==> src/rtl/clic_reg_master_pkg.sv <==
// Shared CLIC definitions: configuration-op encoding, register offsets and
// the register-bus request/response structs.
package clic_reg_master_pkg;

    typedef enum logic [1:0] {
        CFG_READ  = 2'd0,
        CFG_WRITE = 2'd1,
        CFG_RMW   = 2'd2
    } cfg_op_e;

    localparam logic [12:0] CLIC_CFG_OFFSET     = 13'h0000;
    localparam logic [12:0] CLIC_INFO_OFFSET    = 13'h0004;
    localparam logic [12:0] CLIC_INT_BASE       = 13'h1000;
    localparam logic [12:0] CLIC_INT_STRIDE     = 13'h0004;

    typedef struct packed {
        logic        valid;
        logic        write;
        logic [31:0] addr;
        logic [31:0] wdata;
        logic [3:0]  wstrb;
    } clic_reg_req_t;

    typedef struct packed {
        logic        ready;
        logic [31:0] rdata;
        logic        error;
    } clic_reg_rsp_t;

    // Mask bit 1 takes the new bit, 0 keeps the bit that was read.
    function automatic logic [31:0] rmw_merge(input logic [31:0] old_val,
                                              input logic [31:0] new_val,
                                              input logic [31:0] mask);
        return (old_val & ~mask) | (new_val & mask);
    endfunction

endpackage

==> src/rtl/clic_reg_master.sv <==
// Register-bus initiator issuing single READ / WRITE / RMW accesses to the
// CLIC register file, with a per-phase ready timeout.
module clic_reg_master
    import clic_reg_master_pkg::*;
#(
    parameter type reg_req_t     = clic_reg_req_t,
    parameter type reg_rsp_t     = clic_reg_rsp_t,
    parameter int  AW            = 13,
    parameter int  TimeoutCycles = 256
) (
    input  logic          clk_i,
    input  logic          rst_ni,
    input  logic          cmd_valid_i,
    output logic          cmd_ready_o,
    input  logic [1:0]    cmd_op_i,
    input  logic [AW-1:0] cmd_addr_i,
    input  logic [31:0]   cmd_wdata_i,
    input  logic [31:0]   cmd_mask_i,
    output logic          rsp_valid_o,
    input  logic          rsp_ready_i,
    output logic [31:0]   rsp_rdata_o,
    output logic          rsp_error_o,
    output logic          rsp_timeout_o,
    output logic          busy_o,
    output reg_req_t      reg_req_o,
    input  reg_rsp_t      reg_rsp_i
);

    typedef enum logic [1:0] {IDLE, RD, WR, RESP} state_e;

    localparam int CNT_W = (TimeoutCycles > 0) ? $clog2(TimeoutCycles + 1) : 1;
    localparam logic [CNT_W-1:0] CNT_LIM = CNT_W'(TimeoutCycles - 1);

    state_e           state_q, state_d;
    cfg_op_e          op_q, op_d;
    logic [AW-1:0]    addr_q, addr_d;
    logic [31:0]      wdata_q, wdata_d;
    logic [31:0]      mask_q, mask_d;
    logic [31:0]      rdata_q, rdata_d;
    logic             error_q, error_d;
    logic             timeout_q, timeout_d;
    logic [CNT_W-1:0] cnt_q, cnt_d;
    logic             timeout_hit;
    reg_req_t         req;

    assign timeout_hit = (TimeoutCycles != 0) && (cnt_q == CNT_LIM);

    always_comb begin
        state_d   = state_q;
        op_d      = op_q;
        addr_d    = addr_q;
        wdata_d   = wdata_q;
        mask_d    = mask_q;
        rdata_d   = rdata_q;
        error_d   = error_q;
        timeout_d = timeout_q;
        cnt_d     = cnt_q;
        unique case (state_q)
            IDLE: begin
                if (cmd_valid_i) begin
                    op_d      = cfg_op_e'(cmd_op_i);
                    addr_d    = cmd_addr_i;
                    wdata_d   = cmd_wdata_i;
                    mask_d    = cmd_mask_i;
                    rdata_d   = '0;
                    error_d   = 1'b0;
                    timeout_d = 1'b0;
                    cnt_d     = '0;
                    case (cmd_op_i)
                        CFG_READ, CFG_RMW: state_d = RD;
                        CFG_WRITE:         state_d = WR;
                        default: begin
                            error_d = 1'b1;
                            state_d = RESP;
                        end
                    endcase
                end
            end
            RD: begin
                // A ready coinciding with the threshold completes normally.
                if (reg_rsp_i.ready) begin
                    rdata_d = reg_rsp_i.rdata;
                    error_d = reg_rsp_i.error;
                    if (op_q == CFG_RMW && !reg_rsp_i.error) begin
                        wdata_d = rmw_merge(reg_rsp_i.rdata, wdata_q, mask_q);
                        cnt_d   = '0;
                        state_d = WR;
                    end else begin
                        state_d = RESP;
                    end
                end else if (timeout_hit) begin
                    rdata_d   = '0;
                    error_d   = 1'b1;
                    timeout_d = 1'b1;
                    state_d   = RESP;
                end else if (cnt_q != '1) begin
                    cnt_d = cnt_q + CNT_W'(1);
                end
            end
            WR: begin
                if (reg_rsp_i.ready) begin
                    error_d = reg_rsp_i.error;
                    state_d = RESP;
                end else if (timeout_hit) begin
                    rdata_d   = '0;
                    error_d   = 1'b1;
                    timeout_d = 1'b1;
                    state_d   = RESP;
                end else if (cnt_q != '1) begin
                    cnt_d = cnt_q + CNT_W'(1);
                end
            end
            RESP: begin
                if (rsp_ready_i) state_d = IDLE;
            end
            default: state_d = IDLE;
        endcase
    end

    always_ff @(posedge clk_i or negedge rst_ni) begin
        if (!rst_ni) begin
            state_q   <= IDLE;
            op_q      <= CFG_READ;
            addr_q    <= '0;
            wdata_q   <= '0;
            mask_q    <= '0;
            rdata_q   <= '0;
            error_q   <= 1'b0;
            timeout_q <= 1'b0;
            cnt_q     <= '0;
        end else begin
            state_q   <= state_d;
            op_q      <= op_d;
            addr_q    <= addr_d;
            wdata_q   <= wdata_d;
            mask_q    <= mask_d;
            rdata_q   <= rdata_d;
            error_q   <= error_d;
            timeout_q <= timeout_d;
            cnt_q     <= cnt_d;
        end
    end

    // Request is decoded from registered state only, so no input reaches it combinationally.
    always_comb begin
        req = '0;
        if (state_q == RD || state_q == WR) begin
            req.valid          = 1'b1;
            req.addr[AW-1:0]   = addr_q;
            if (state_q == WR) begin
                req.write = 1'b1;
                req.wdata = wdata_q;
                req.wstrb = 4'hF;
            end
        end
    end

    assign reg_req_o     = req;
    assign cmd_ready_o   = (state_q == IDLE);
    assign busy_o        = (state_q != IDLE);
    assign rsp_valid_o   = (state_q == RESP);
    assign rsp_rdata_o   = rsp_valid_o ? rdata_q : '0;
    assign rsp_error_o   = rsp_valid_o & error_q;
    assign rsp_timeout_o = rsp_valid_o & timeout_q;

endmodule

==> config.mk <==
export PLATFORM = sky130hd
export DESIGN_NAME = clic_reg_master
export DESIGN_NICKNAME = d
export VERILOG_FILES = /design/src/rtl/clic_reg_master_pkg.sv /design/src/rtl/clic_reg_master.sv
export SDC_FILE = /design/constraint.sdc
export NUM_CORES = 1
export LEC_CHECK = 0
export CORE_AREA = 2 2 139 107
export DETAILED_ROUTE_END_ITERATION = 6
export DIE_AREA = 0 0 141 109
export HOLD_SLACK_MARGIN = 0.12
export PLACE_DENSITY_LB_ADDON = 0.1
export SLEW_MARGIN = 20
export SYNTH_ARGS = -nofsm -noshare
export SYNTH_HDL_FRONTEND = slang
export SYNTH_SLANG_ARGS = --single-unit
==> constraint.sdc <==
create_clock -name clk_i -period 2.2 [get_ports clk_i]
set_input_delay 0.33 -clock clk_i [delete_from_list [all_inputs] [get_ports clk_i]]
set_output_delay 0.33 -clock clk_i [all_outputs]
set_load 0.05 [all_outputs]
==> out/results.ini, run 1 <==
[worst_setup_path]
critPathTopFamily = flip-flops
worst_path_max_stage_delay_ns = 0.42
cp.depth = 5
timing.critical_path.required_ns = 1.87
worst_path_max_delay_cell = sky130_fd_sc_hd__dfrtp_2
worstSetupEndpointType = output pin
timing.critical_path.buf_inv = 3
critPathKind = register to output pin
crit_arrival_ns = 1.82
critPathMaxFanout = 17
crit_path_launch_type = register
reg2reg_depth = 7
cp_cell_sequence = inv_2 -> ha_4 -> clkbuf_16 -> and3_4 -> buf_12

[synthesis]
sequential_fraction_of_the_synthesis_area_pct = 50.3
synth.lib_cells_used.distinct = 50
synth_top_family_by_area = compound AO/OA/AOI/OAI gates
synth_area_per_cell_sq_um = 10.9
synth.top_cells.by_count = sky130_fd_sc_hd__dfrtp_1 (124), sky130_fd_sc_hd__and2_1 (50), sky130_fd_sc_hd__mux2_2 (48)
synth_largest_type_area_fraction_pct = 50.3
synth_top_area_cell = sky130_fd_sc_hd__dfrtp_1
synth_xor_xnor_area_share_pct = 0
yosys-mux-area-fraction_pct = 8.77
netlist_area_sq_um = 6170
number_of_synthesized_register_bits = 124
synth_simple_gate_area_share_pct = 14.9
yosys_warnings = 0
synth-edff-count = 0
synth_most_common_cell = sky130_fd_sc_hd__dfrtp_1
post_synthesis_adder_cell_area_fraction_pct = 1.22
synthFlopType = sky130_fd_sc_hd__dfrtp_1
synth_compound_area_share_pct = 18.6
synth.area.top_cells = sky130_fd_sc_hd__dfrtp_1 (50%), sky130_fd_sc_hd__mux2_2 (8.8%), sky130_fd_sc_hd__and2_1 (5.1%)
synth_cells = 568
proportion_of_synthesized_flip_flops_having_asynchronous_set_or_reset_pct = 100

[run]
maxCapViolCount = 0

[route]
via_count = 5538
remaining_drc_errors = 0
routed_wirelength_um = 20200
final_antenna_net_count = 0
dr.first_iter.drc_count = 320
detail_route.wl_per_cell_um = 20.8
post_drt_via_cell_ratio = 5.70
drt_first_pass_iters = 5

[power]
power.density_nw_per_um2 = 1560
vdd_drop_max_mv = 1.30
total_leakage_power_uw = 0.00431
design_power_total_uw = 15800

[sta]
final.setup.worst_slack_ns = 0.0533
clock_skew_ns = 0.0114
timing_worst_slew_pin_value_ns = 0.832
final-hold-violation-count = 0
slew_violations = 0
finalCriticalPeriod_ns = 2.15
post-route-period-util_pct = 97.6
relSlewSlack_pct = 44.5
highest_achievable_clock_rate_mhz = 466
timing.setup.tns_ns = 0
finalSetupViolCount = 0

[final_layout]
drive_above_1_share_pct = 30.7
area_growth_pct = 64.5
final_core_utilization_pct = 71.8
fin_nets = 902
fill_cells = 974
n_antenna_cell = 0

[global_routing]
grt_antenna_before_repair = 0
globalRouteOverflowTotal = 0
grt_pass1_vias = 5684
grt_max_degree = 53
first_pass_grt_wire_length_um = 30700
grt_util_all_layers_pct = 26.0

[placement]
place.detailed.hpwl_um = 13200
gp_congestion = 0.841
place_ws_ns = -0.0509
portBuffers = 204

[die]
core_area_sq_um = 14100
die-area_sq_um = 15400
rows = 38
die_wd_um = 141
fp.dieH_um = 109
initial_core_util_pct = 43.7
boundaryPins = 224

[clock_tree]
cts-buffers-inserted = 17
clockBufferDepth = 2
clk_root_buffer_cell = sky130_fd_sc_hd__clkbuf_16
clock_sinks = 124
worst_setup_hold_path_clk_slew_ns = 0.06
htreeDepth = 4
worst_skew_pair.late_latency_ns = 0.41
tritoncts = built

[worst_hold_path]
hold_path_class = input pin to asynchronous set/reset pin

[status]
outcome = completed

[stage by stage]
step	std cells	hold slack (ns)	cell area (sq um)
after floorplan	586	0.0344	6250
after global placement	931	0.325	9250
after detailed placement	931	0.329	9250
after CTS	965	0.442	9960
after global routing	972	0.476	10100
final	972	0.418	10100
[cells in the final DEF, fill, tap and decap left out, drive strengths merged, types with 2 or more instances in the layout]
master | synthesis | layout
and3 | 34 | 34
clkinv | 0 | 5
buf | 35 | 121
a21oi | 41 | 41
o22ai | 32 | 32
nor2 | 8 | 8
inv | 7 | 7
clkinvlp | 0 | 3
mux2 | 48 | 48
clkdlybuf4s50 | 0 | 115
a21boi | 2 | 2
o31ai | 34 | 34
dfrtp | 124 | 124
and2 | 50 | 50
nor4b | 2 | 2
nand2 | 9 | 9
o21ai | 6 | 7
clkbuf | 31 | 23
nand2b | 31 | 31
a21o | 2 | 2
bufinv | 0 | 3
a31oi | 2 | 2
a22o | 32 | 32
nand3 | 4 | 4
conb | 1 | 19
ha | 6 | 6
nor3 | 5 | 5
[worst register-to-register path: cells and delay by family, from the launching register on]
| family | cells | cell delay, ns |
|---|---|---|
| AO/OA/AOI/OAI | 1 | 0.18 |
| adder cells (fa/ha/maj) | 1 | 0.20 |
| buffers and inverters | 2 | 0.38 |
| AND/OR/NAND/NOR | 3 | 0.73 |
| flip-flops | 1 | 0.44 |
[logic make-up after synthesis]
family | after synthesis
buf+inv | 73
simple gates | 152
fa+ha+maj | 6
flops | 124
other cells | 1
mux | 48
compound gates | 164
[power breakdown]
group	leakage [uW]	internal, uW	total (uW)	switching (uW)
Sequential	0.00152	3220	3880	652
Combinational	0.00249	4170	9030	4850
Clock	0.000295	1870	2890	1020
Total	0.00431	9260	15800	6520
[final timing paths]
kind / startpoint / to / slack [ns]
worst max-delay path: state_q[0]$_DFFE_PN0P_ / reg_req_o[12] / 0.05
worst min-delay path: rst_ni / addr_q[3]$_DFFE_PN0P_ / 0.42
worst max register to register: state_q[1]$_DFFE_PN0P_ / rdata_q[8]$_DFFE_PN0P_ / 0.20
worst min register to register: rdata_q[24]$_DFFE_PN0P_ / rdata_q[24]$_DFFE_PN0P_ / 0.49
max in group asynchronous: rst_ni / rdata_q[11]$_DFFE_PN0P_ / 1.08
min in group clk_i: rdata_q[24]$_DFFE_PN0P_ / rdata_q[24]$_DFFE_PN0P_ / 0.49
[repair_timing]
action | 4_1_cts | 5_1_grt
buffers inserted | 1 | 4
pin swaps | 0 | 1
resized for setup | 20 | 22
hold buffers | 1 | 0
endpoints found under the setup margin | 63 | 105
gates cloned | 0 | 3
endpoints found under the hold margin | 34 | 0
[layer usage]
| metal | vias to the layer above | GRT usage [%] | share of wire (%) |
|---|---|---|---|
| met5 | - | 0 | 0 |
| li1 | 2468 | - | - |
| met3 | 17 | 8.87 | 7.8 |
| met4 | 0 | 6.14 | 0.88 |
| met1 | 2796 | 33.7 | 43 |
| met2 | 257 | 42.4 | 48 |
[final cells by class]
type,instances,area (sq um),share of cell area (%)
clock buffer,21,470,4.64
clock inverter,11,141,1.39
inverter,7,26.3,0.259
multi-input combinational,390,2940,29.0
sequential,124,3110,30.6
tap,180,225,2.22
timing repair buffer,239,3240,31.9
No activity file was read; power rests on OpenSTA's default activity.
==> run 2: changes to the inputs <==
- CORE_AREA: 2 2 139 107 -> 8 8 145 113
- DIE_AREA: 0 0 141 109 -> 0 0 153 121
==> out/results.ini, run 2 (same netlist as run 1, synthesis figures left out) <==
[global_routing]
globalRouteOverflowTotal = 0  ; unchanged
gr_layer_usage_met3_pct = 9.40  ; +0.52 points
grt_pass1_vias = 6019  ; +5.9%
gr-usage-met2_pct = 36.4  ; -6.1 points
grt_antenna_before_repair = 0  ; unchanged
global_route.usage.met1_pct = 27.8  ; -5.9 points
grt_max_degree = 52  ; -1.9%
globalRoute.busiestLayer = met2
first_pass_grt_wire_length_um = 33400  ; +8.8%
grt_util_all_layers_pct = 22.9  ; -3.0 points

[die]
core_area_sq_um = 14100  ; unchanged
die_wd_um = 153  ; +8.5%
rows = 38  ; unchanged
boundaryPins = 224  ; unchanged
die-area_sq_um = 18500  ; +20%
initial_core_util_pct = 43.7  ; unchanged
fp.dieH_um = 121  ; +11%

[sta]
clock_skew_ns = 0.00673  ; -0.00472 ns
finalSetupViolCount = 0  ; unchanged
post-route-period-util_pct = 97.0  ; -0.59 points
relSlewSlack_pct = 48.4  ; +3.9 points
final.setup.worst_slack_ns = 0.0661  ; +0.0129 ns
grt_setup_unrepaired = yes
highest_achievable_clock_rate_mhz = 469  ; +0.60%
timing.setup.tns_ns = 0  ; unchanged
final-hold-violation-count = 0  ; unchanged
timing_worst_slew_pin_value_ns = 0.774  ; -0.0581 ns
slew_violations = 0  ; unchanged
finalCriticalPeriod_ns = 2.13  ; -0.0129 ns

[worst_setup_path]
critPathKind = register to output pin
crit_arrival_ns = 1.80  ; -0.02 ns
cp_cell_sequence = inv_2 -> ha_4 -> buf_16 -> and3_1 -> buf_12
reg2reg_depth = 9  ; +2
critPathMaxFanout = 26  ; +9
critPathTopFamily = buffers and inverters
worst_path_max_stage_delay_ns = 0.41  ; about the same
crit_path_launch_type = register
timing.critical_path.required_ns = 1.87  ; about the same
timing.critical_path.buf_inv = 3  ; unchanged
worst_path_max_delay_cell = sky130_fd_sc_hd__dfrtp_2
cp.depth = 5  ; unchanged
worstSetupEndpointType = output pin

[clock_tree]
worst_skew_pair.late_latency_ns = 0.41  ; about the same
tritoncts = built
cts-buffers-inserted = 17  ; unchanged
clock_sinks = 124  ; unchanged
worst_setup_hold_path_clk_slew_ns = 0.06  ; about the same
clk_root_buffer_cell = sky130_fd_sc_hd__clkbuf_16
clockBufferDepth = 2  ; unchanged
htreeDepth = 4  ; unchanged

[final_layout]
leading_cell_types_in_the_layout_fill_and_taps_excluded = sky130_fd_sc_hd__dfrtp_1 (123), sky130_fd_sc_hd__clkdlybuf4s50_1 (115), sky130_fd_sc_hd__buf_12 (86)
layout.cells.most_common = sky130_fd_sc_hd__dfrtp_1
fin_nets = 901  ; -0.11%
n_antenna_cell = 0  ; unchanged
area_growth_pct = 64.1
drive_above_1_share_pct = 28.4  ; -2.2 points

[status]
outcome = completed

[placement]
gp_congestion = 0.835  ; -0.69%
place_ws_ns = -0.0467  ; +0.00415 ns
place.detailed.hpwl_um = 15100  ; +14%
portBuffers = 204  ; unchanged

[route]
routed_wirelength_um = 21400  ; +5.8%
post_drt_via_cell_ratio = 5.73  ; +0.48%
dr.first_iter.drc_count = 377  ; +18%
final_antenna_net_count = 0  ; unchanged
drt_first_pass_iters = 5  ; unchanged
remaining_drc_errors = 0  ; unchanged
detail_route.wl_per_cell_um = 22.0  ; +5.9%
via_count = 5559  ; +0.38%

[power]
vdd_drop_max_mv = 1.33  ; +1.6%
total_leakage_power_uw = 0.00434  ; +0.73%
power.density_nw_per_um2 = 1570  ; +0.76%

[worst_hold_path]
hold_path_class = input pin to asynchronous set/reset pin

[run]
maxCapViolCount = 0  ; unchanged

[run 2: cell count changes in the layout (fill, tap and decap cells not counted), sizes merged]
cell      change
bufinv        +3
clkbuf        -4
inv           +2
clkinv        -4
buf           +1
clkinvlp      +1
[run 2: what timing repair did]
| item | in CTS | in global routing |
|---|---|---|
| pin swaps | 0 | 0 |
| hold buffers | 1 | 0 |
| cloned | 1 | 1 |
| gates resized for setup | 12 | 10 |
| endpoints found under the hold margin | 63 | 0 |
| buffers inserted | 1 | 0 |
| endpoints found under the setup margin | 65 | 95 |
[run 2: area by class of cell]
cell class	count	area, sq um
flip-flops and latches	124	3100
repair buffers	238	3200
clock buffers	19	453
well taps	180	225
multi-input cells	390	2870
inverters	7	26.3
fillers	969	4000
clock inverters	13	236
[run 2: power breakdown]
part	switching [uW]	internal, uW
combinational	4790	3970
sequential	631	3220
clock	1060	2190
total	6480	9380
[run 2: metal layers]
layer	up-vias	wire, um
li1	2465	-
met4	0	431
met3	31	2090
met2	275	10000
met1	2788	8860
met5	-	0
[run 2: final timing paths]
kind	from	end	slack (ns)
min	rst_ni	addr_q[6]$_DFFE_PN0P_	0.31
max reg2reg	state_q[0]$_DFFE_PN0P_	cnt_q[4]$_DFFE_PN0P_	0.14
max	state_q[0]$_DFFE_PN0P_	reg_req_o[16]	0.07
min in group clk_i	rdata_q[5]$_DFFE_PN0P_	rdata_q[5]$_DFFE_PN0P_	0.49
min reg2reg	rdata_q[5]$_DFFE_PN0P_	rdata_q[5]$_DFFE_PN0P_	0.49
max in group asynchronous	rst_ni	rdata_q[27]$_DFFE_PN0P_	1.18
[run 2: through the flow]
step	power, uW	hold WS [ns]	cells	area (sq um)	util [%]
after floorplan	8590	0.0344	586	6250	-
after global placement	11900	0.199	935	9280	65.7
after detailed placement	12200	0.203	935	9280	65.7
after CTS	15800	0.305	970	10100	71.3
after global routing	16600	0.323	971	10100	71.6
final	15900	0.314	971	10100	71.6
